--- src/rtl/and_exerciser_if.sv ---
// Operand/result bus between the exerciser (master) and the AND array under test (slave).
`timescale 1ns/1ps
interface and_exerciser_if #(
   parameter int WIDTH = 4
);
   logic [WIDTH-1:0] drv_a;
   logic [WIDTH-1:0] drv_b;
   logic [WIDTH-1:0] dut_result;

   modport master (output drv_a, output drv_b, input dut_result);
   modport slave  (input drv_a, input drv_b, output dut_result);
endinterface

--- src/rtl/and_exerciser.sv ---
// Exhaustive stimulus engine for a WIDTH-bit AND array: sweeps every operand pair,
// waits SETTLE cycles per vector and checks the returned result against a & b.
`timescale 1ns/1ps
module and_exerciser #(
   parameter int WIDTH  = 4,
   parameter int SETTLE = 2
) (
   input  logic                 clk,
   input  logic                 rst_n,
   input  logic                 i_start,
   input  logic                 i_abort,
   and_exerciser_if.master      bus,
   output logic                 o_busy,
   output logic                 o_done,
   output logic                 o_pass,
   output logic [2*WIDTH:0]     o_err_count,
   output logic                 o_fail_valid,
   output logic [WIDTH-1:0]     o_fail_a,
   output logic [WIDTH-1:0]     o_fail_b
);

   localparam int IW = 2 * WIDTH;
   localparam int EW = 2 * WIDTH + 1;
   localparam int CW = (SETTLE < 2) ? 1 : $clog2(SETTLE + 1);

   typedef enum logic [1:0] {
      IDLE,
      WAIT,
      CHECK,
      DONE
   } state_t;

   state_t           r_state;
   logic [IW-1:0]    r_idx;
   logic [CW-1:0]    r_cnt;
   logic [EW-1:0]    r_err_count;
   logic             r_busy;
   logic             r_done;
   logic             r_pass;
   logic             r_fail_valid;
   logic [WIDTH-1:0] r_fail_a;
   logic [WIDTH-1:0] r_fail_b;

   logic [WIDTH-1:0] w_expected;
   logic             w_mismatch;

   // The operands are the two halves of the index register, so they are driven straight from flops.
   assign bus.drv_a = r_idx[IW-1:WIDTH];
   assign bus.drv_b = r_idx[WIDTH-1:0];

   assign w_expected = bus.drv_a & bus.drv_b;
   assign w_mismatch = (bus.dut_result != w_expected);

   always_ff @(posedge clk or negedge rst_n) begin
      if (!rst_n) begin
         r_state      <= IDLE;
         r_idx        <= '0;
         r_cnt        <= '0;
         r_err_count  <= '0;
         r_busy       <= 1'b0;
         r_done       <= 1'b0;
         r_pass       <= 1'b0;
         r_fail_valid <= 1'b0;
         r_fail_a     <= '0;
         r_fail_b     <= '0;
      end else begin
         r_done <= 1'b0;
         case (r_state)
            IDLE: begin
               if (i_start) begin
                  r_idx        <= '0;
                  r_err_count  <= '0;
                  r_fail_valid <= 1'b0;
                  r_pass       <= 1'b0;
                  r_cnt        <= CW'(SETTLE);
                  r_busy       <= 1'b1;
                  r_state      <= WAIT;
               end
            end
            WAIT: begin
               if (i_abort) begin
                  r_busy  <= 1'b0;
                  r_state <= IDLE;
               end else if (r_cnt == CW'(1)) begin
                  r_state <= CHECK;
               end else begin
                  r_cnt <= r_cnt - CW'(1);
               end
            end
            // An abort here discards this vector's compare, leaving the partial results untouched.
            CHECK: begin
               if (i_abort) begin
                  r_busy  <= 1'b0;
                  r_state <= IDLE;
               end else begin
                  if (w_mismatch) begin
                     r_err_count <= r_err_count + EW'(1);
                     if (!r_fail_valid) begin
                        r_fail_valid <= 1'b1;
                        r_fail_a     <= bus.drv_a;
                        r_fail_b     <= bus.drv_b;
                     end
                  end
                  if (&r_idx) begin
                     r_done  <= 1'b1;
                     r_state <= DONE;
                  end else begin
                     r_idx   <= r_idx + IW'(1);
                     r_cnt   <= CW'(SETTLE);
                     r_state <= WAIT;
                  end
               end
            end
            DONE: begin
               r_pass  <= (r_err_count == '0);
               r_busy  <= 1'b0;
               r_state <= IDLE;
            end
            default: begin
               r_busy  <= 1'b0;
               r_state <= IDLE;
            end
         endcase
      end
   end

   assign o_busy       = r_busy;
   assign o_done       = r_done;
   assign o_pass       = r_pass;
   assign o_err_count  = r_err_count;
   assign o_fail_valid = r_fail_valid;
   assign o_fail_a     = r_fail_a;
   assign o_fail_b     = r_fail_b;

endmodule

--- src/flat_wrapper.sv ---
// flat-port wrapper written by rule: the top's interface ports become plain ports
module and_exerciser_flat 
#(
   parameter int WIDTH  = 4,
   parameter int SETTLE = 2
)
  (clk, rst_n, i_start, i_abort, o_busy, o_done, o_pass, o_err_count, o_fail_valid, o_fail_a, o_fail_b, bus_drv_a, bus_drv_b, bus_dut_result);
  and_exerciser_if #(.WIDTH(WIDTH)) bus_i ();
  input  logic clk;
  input  logic rst_n;
  input  logic i_start;
  input  logic i_abort;
  output logic o_busy;
  output logic o_done;
  output logic o_pass;
  output logic [2*WIDTH:0] o_err_count;
  output logic o_fail_valid;
  output logic [WIDTH-1:0] o_fail_a;
  output logic [WIDTH-1:0] o_fail_b;
  output wire logic [$bits(bus_i.drv_a)-1:0] bus_drv_a;
  output wire logic [$bits(bus_i.drv_b)-1:0] bus_drv_b;
  input wire logic [$bits(bus_i.dut_result)-1:0] bus_dut_result;
  assign bus_drv_a = bus_i.drv_a;
  assign bus_drv_b = bus_i.drv_b;
  assign bus_i.dut_result = bus_dut_result;
  and_exerciser #(.WIDTH(WIDTH), .SETTLE(SETTLE)) u_core (.clk(clk), .rst_n(rst_n), .i_start(i_start), .i_abort(i_abort), .bus(bus_i), .o_busy(o_busy), .o_done(o_done), .o_pass(o_pass), .o_err_count(o_err_count), .o_fail_valid(o_fail_valid), .o_fail_a(o_fail_a), .o_fail_b(o_fail_b));
endmodule
--- config.mk ---
export PLATFORM = sky130hd
export DESIGN_NAME = and_exerciser_flat
export DESIGN_NICKNAME = d
export VERILOG_FILES = /design/src/rtl/and_exerciser_if.sv /design/src/rtl/and_exerciser.sv /design/src/flat_wrapper.sv
export SDC_FILE = /design/constraint.sdc
export NUM_CORES = 1
export LEC_CHECK = 0
export ABC_AREA = 1
export CAP_MARGIN = 20
export CORE_UTILIZATION = 52
export DETAILED_ROUTE_END_ITERATION = 8
export PLACE_DENSITY_LB_ADDON = 0.3
export SYNTH_ARGS = -nofsm -noshare
export SYNTH_HDL_FRONTEND = slang
export SYNTH_SLANG_ARGS = --single-unit
--- constraint.sdc ---
create_clock -name clk -period 2.1 [get_ports clk]
set_clock_uncertainty 0.1 [all_clocks]
set_input_delay 0.21 -clock clk [delete_from_list [all_inputs] [get_ports clk]]
set_output_delay 0.21 -clock clk [all_outputs]
set_load 0.02 [all_outputs]
==> results of run 1 <==
==> registers in the layout, indices dropped and copies added (netlist names) <==
signal               cells
u_core.o_busy            1
u_core.o_done            1
u_core.o_err_count       9
u_core.o_fail_a          4
u_core.o_fail_b          4
u_core.o_fail_valid      1
u_core.o_pass            1
u_core.r_cnt             2
u_core.r_idx             8
u_core.r_state           2
==> kinds of logic (layout without fill, tap and decap cells) <==
family,Yosys count,in the layout,synth area share [%]
DFF,33,33,41.5
xor gates and xnor gates,2,2,0.881
AOI/OAI and AO/OA,23,23,7.74
adders and majority gates,8,8,5.03
buffers and inverters,33,74,8.36
and+or+nand+nor,163,163,36.5
==> layer usage <==
metal / share of wire (%) / wire (um)
met2: 46 / 1980
met5: 0 / 0
met1: 49 / 2080
met3: 3.7 / 157
met4: 1.4 / 61
==> worst max-delay path, stage by stage, from the launching register on <==
cell	delay [ps]
dfrtp_1	400
inv_1	120
ha_1	290
nand2_1	120
nor2_1	340
nand2_4	170
nand2_1	120
o21ai_2	50
==> stage by stage <==
| stage | power [mW] | hold slack (ps) | setup slack [ps] | instances | cell area, um^2 |
|---|---|---|---|---|---|
| final | 2.28 | 234 | 267 | 351 | 2470 |
| after global routing | 2.46 | 278 | 93.7 | 351 | 2470 |
| after floorplan | 1.54 | -186 | 380 | 262 | 1990 |
| after CTS | 2.27 | 242 | 190 | 350 | 2460 |
| after detailed placement | 1.79 | 361 | 205 | 343 | 2370 |
| after global placement | 1.76 | 359 | 253 | 343 | 2370 |
==> worst min-delay path by stage <==
stage / start / to / cells past startpoint
after floorplan: rst_n / u_core.o_busy / 0
after global placement: u_core.r_cnt[1] / u_core.r_cnt[1] / 2
after detailed placement: u_core.o_fail_b[1] / u_core.o_fail_b[1] / 2
after CTS: rst_n / u_core.o_fail_a[0] / 2
after global routing: rst_n / u_core.o_fail_a[0] / 2
final: rst_n / u_core.o_fail_b[0] / 2
==> area by class of cell <==
cell class	count	share of cell area, %
Timing Repair Buffer	40	15.8
Tap cell	48	2.44
Sequential cell	33	33.5
Multi-Input combinational cell	196	40.4
Clock buffer	7	3.50
Inverter	27	4.31
==> power groups by stage <==
stage / combinational [mW] / sequential, mW / clock (mW)
finish: 0.993 / 0.807 / 0.480
CTS: 0.972 / 0.808 / 0.492
global placement: 0.945 / 0.815 / 0
global route: 1.13 / 0.818 / 0.515
floorplan: 0.678 / 0.860 / 0
detailed placement: 0.965 / 0.820 / 0
==> cells in the final DEF, fill, tap and decap left out, types with 3 or more instances in the layout <==
cell / count
dfrtp_1: 33
o21ai_2: 6
nand4_1: 4
inv_1: 26
nor2_1: 17
or2_2: 3
clkbuf_8: 6
nand2_2: 3
o21ai_0: 9
ha_1: 8
nand2_1: 95
nand3_1: 31
clkdlybuf4s50_1: 36
buf_4: 4
a21oi_1: 3
==> repair_timing <==
item / CTS / global route
buffers inserted: 0 / 1
setup endpoints to repair: 0 / 1
gates resized for setup: 0 / 0
==> qor.yml, run 1 <==
timing.rr.end: "u_core.o_fail_a[3]"
clockPowerShare_pct: 21.1
core_area_mm2: 0.00366
reg2regPathDepth: 7
synth-edff-count: 0
synth_most_common_cell: "nand2_1"
swShare_pct: 41.4
cts_buffers: 5
overflow: 0
internal_power_mw: 1.34
place_congestion: 0.830
crit_end: "u_core.o_fail_a[3]"
cts_buffer_depth: 2
min_period_ps: 1830
die-area_mm2: 0.00408
htreeDepth: 2
die_w_um: 63.9
cap_violations: 0
fill_cells: 317
crit_type: "flip-flop to flip-flop"
syn2layout_area_growth_pct: 24.0
syn_inst: 262
reg2reg_from: "u_core.r_state[0]"
antenna_found_initial: 0
post_drt_via_cell_ratio: 5.09
regArea_um2: 826
worst_slew_pin_slew_ps: 426
dp_hpwl_um: 3040
met3_usage_pct: 3.93
worstPathArrival_ps: 1910
finalNetCount: 319
relSlewSlack_pct: 71.6
p_per_area_mw_per_mm2: 925
cp-end-kind: "flip-flop"
worstSetupStartpointType: "flip-flop"
yosys_warnings: 0
final_util_pct: 67.4
use_met1_pct: 32.1
setup_viol: 0
min_period_over_period_pct: 87.3
synth.distinct_cells: 29
grt_max_degree: 34
portBuffers: 36
netlist_top_cells_count: "nand2_1 (95), dfrtp_1 (33), nand3_1 (31), inv_1 (26), nor2_1 (17)"
finalHoldViolCount: 0
num_rows: 22
cts.sinks: 33
grt_pass1_wl_um: 7580
multi_input_area_um2: 997
yosysSeqAreaShare_pct: 41.5
fmax_ghz: 0.546
peakVddDrop_uv: 546
postRouteAntennaNets: 0
initial_core_util_pct: 54.3
hold_buffers: 0
hold_path_class: "input port to asynchronous set/reset pin"
leakage_nw: 1.18
synth_nets: 278
critPathLaunch: "u_core.r_state[0]"
firstDrtPassIters: 4
synth_ff_type: "dfrtp_1"
clk-insertion-delay-late_ps: 290
io_pins: 37
synthesis.area_mm2: 0.00199
vias: 1788
synth_top_cells_by_area: "dfrtp_1 (42%), nand2_1 (18%), nand3_1 (7.8%)"
n_antenna_cell: 0
pwr-share-seq_pct: 35.4
slew_viol_final: 0
post-route-drc-count: 0
tns_ps: 0
grt_pass1_vias: 1679
grt_setup_unrepaired: "false"
cts_tree: "done"
drt_iter0_drc: 171
syn_avg_cell_area_um2: 7.59
root_buffer: "clkbuf_8"
ys_ff_latch: 33
synth_top_area_share_pct: 41.5
routed_wl_um: 4280
drt-wirelength-per-cell_um: 12.2
yosys.area.top_type: "dfrtp_1"
groute.usage.overall_pct: 24.2
status: "finished, final reports clean"
drive_gt1_share_pct: 9.57
path_max_fanout: 13
grtUsageMet2_pct: 39.0
synthArstFlopShare_pct: 100
critical_path_required_ps: 2180
busiest_layer: "met2"
clkTransAtPathRegs_ps: 60
dieHeight_um: 63.9
switchingPower_mw: 0.945
comb_power_share_pct: 43.5
ff2ff_setup_slack_ps: 270
No activity file was read; power rests on OpenSTA's default activity.
==> run 2, diff against run 1 <==
Settings changed: CORE_UTILIZATION 52 to 47.
Clock period 2.1 ns to 1.61 ns, I/O delays scaled along.
==> run 2 against run 1 <==
The flow now finishes with violations (setup timing). Non-clock buffer count increased by 26. Design area increased by 18%. Die area increased by 10%. First-iteration DRC count decreased by 50%. Clock power increased by 32%. Critical path depth increased by 2. Sequential power increased by 31%. Global-route usage decreased by 0.69 points. Combinational power increased by 110%. Cell count increased by 8.3%. Hold slack got worse by 62 ps. Sequential share of layout area decreased by 5.0 points. Largest power group unchanged.
==> qor.yml, run 2 (synthesized netlist as in run 1, its figures left out) <==
worst_slew_pin_slew_ps: 416
clockPowerShare_pct: 16.7
comb_power_share_pct: 55.1
grt_pass1_wl_um: 7780
regArea_um2: 832
overflow: 0
cp_num_cells: 9
tns_ps: -41.9
swShare_pct: 41.2
cp_num_buf_inv: 5
hold_path_class: "input port to asynchronous set/reset pin"
fin_ws_ps: -15.2
n_antenna_cell: 0
critPathMaxStageDelay_ps: 380
cts_buffer_depth: 2
multi_input_area_mm2: 0.00119
dieHeight_um: 67.1
pwr-share-seq_pct: 28.1
critical_path_required_ps: 1740
syn2layout_area_growth_pct: 46.7
post_drt_via_cell_ratio: 5.22
crit_type: "flip-flop to flip-flop"
post-route-drc-count: 0
dp_cells: 360
cts_buffers: 5
place_congestion: 0.858
violations: "setup timing"
clk-insertion-delay-late_ps: 290
layout_commonest_cell: "nand2_1"
fmax_ghz: 0.615
setup_viol: 8
status: "finished, violations left"
cp-end-kind: "flip-flop"
clkTransAtPathRegs_ps: 60
peakVddDrop_uv: 867
dp_hpwl_um: 3360
relSlewSlack_pct: 72.2
htreeDepth: 2
final_cells: 380
worstPathArrival_ps: 1760
grt_pass1_vias: 1718
internal_power_mw: 2.22
min_period_over_period_pct: 101
drt_iter0_drc: 86
die_w_um: 67.1
die-area_mm2: 0.00450
cpMostUsedCell: "buf_6"
final_util_pct: 72.4
postRouteAntennaNets: 0
portBuffers: 36
final_cell_mix: "nand2_1 (86), dfrtp_1 (28), nand3_1 (26)"
whs_ps: 173
cap_violations: 0
critPathTopFamily: "buffers and inverters"
drive_gt1_share_pct: 26.4
hold_buffers: 0
fill_cells: 318
finalHoldViolCount: 0
num_rows: 23
slew_viol_final: 0
worstSetupStartpointType: "flip-flop"
place_ws_ps: -110
path_cells: "inv_2 > ha_4 > clkinv_8 > buf_6 > a21oi_4 > buf_6 > buf_8 > nand3_1 > nand2_1"
antenna_found_initial: 0
io_pins: 37
reg2regPathDepth: 9
vias: 1983
routed_wl_um: 5080
firstDrtPassIters: 4
cpMaxStageDelayCell: "dfrtp_1"
p_per_area_mw_per_mm2: 1290
min_period_ps: 1630
grt_setup_unrepaired: "true"
initial_core_util_pct: 49.4
groute.usage.overall_pct: 23.5
finalNetCount: 346
largest_register_ffs: 9
cts_tree: "done"
root_buffer: "clkbuf_8"
cts.sinks: 33
core_area_mm2: 0.00403
leakage_nw: 1.48
grt_max_degree: 34
drt-wirelength-per-cell_um: 13.4
path_max_fanout: 6
switchingPower_mw: 1.55
-- run 2: cell types whose count changed in the layout (fill, tap and decap cells not counted), sizes merged --
cell / change
buf: +26
dlymetal6s2s: +3
dlygate4sd2: +14
clkdlybuf4s50: -17
nand2: +1
-- run 2: final cells by class --
cell class                 count  share of cell area, %
multi-input combinational    197                   40.8
sequential                    33                   28.5
timing repair buffer          66                   21.7
inverter                      27                   3.90
clock buffer                   7                   2.96
tap                           50                   2.14
-- run 2: final timing paths --
check / startpoint / slack [ps] / to
worst min-delay path: rst_n / 170 / u_core.o_fail_a[1]
max in group asynchronous: rst_n / 920 / u_core.r_idx[4]
worst max register to register: u_core.r_state[0] / -20 / u_core.o_err_count[4]
worst max-delay path: u_core.r_state[0] / -20 / u_core.o_err_count[4]
worst min register to register: u_core.o_pass / 380 / u_core.o_pass
min in group clk: i_abort / 340 / u_core.o_done
-- run 2: stage by stage --
| step | cell area [um^2] | power, mW |
|---|---|---|
| CTS | 2650 | 3.31 |
| finish | 2920 | 3.78 |
| global route | 2920 | 4.05 |
| floorplan | 2040 | 2.10 |
| global placement | 2550 | 2.58 |
| detailed placement | 2550 | 2.60 |
-- run 2: routing by layer --
layer / wire length [um] / share of wire, % / up-vias / global-route usage (%)
met4: 65 / 1.3 / 0 / 8.51
met1: 2230 / 44 / 959 / 31.0
met3: 210 / 4.1 / 6 / 5.65
li1: - / - / 977 / -
met5: 0 / 0 / - / 0
met2: 2580 / 51 / 41 / 36.9
-- run 2: power groups by stage --
stage	clock [mW]	combinational (mW)	sequential, mW
after floorplan	0	0.966	1.13
after global placement	0	1.52	1.06
after detailed placement	0	1.53	1.07
after CTS	0.642	1.61	1.05
after global routing	0.678	2.29	1.08
final	0.632	2.08	1.06
-- run 2: worst register-to-register path, delay by kind of cell (launching register included) --
kind | cells | cell delay, ps
buffers and inverters | 5 | 550
flip-flops | 1 | 380
adder cells (fa/ha/maj) | 1 | 200
AO/OA/AOI/OAI | 1 | 170
AND/OR/NAND/NOR | 2 | 150
-- run 2: what timing repair did --
action | CTS | global route
endpoints found under the setup margin | 29 | 33
resized for setup | 17 | 39
buffers inserted | 1 | 13
gates cloned | 1 | 0
pin swaps | 0 | 12
endpoints found under the hold margin | 0 | 0
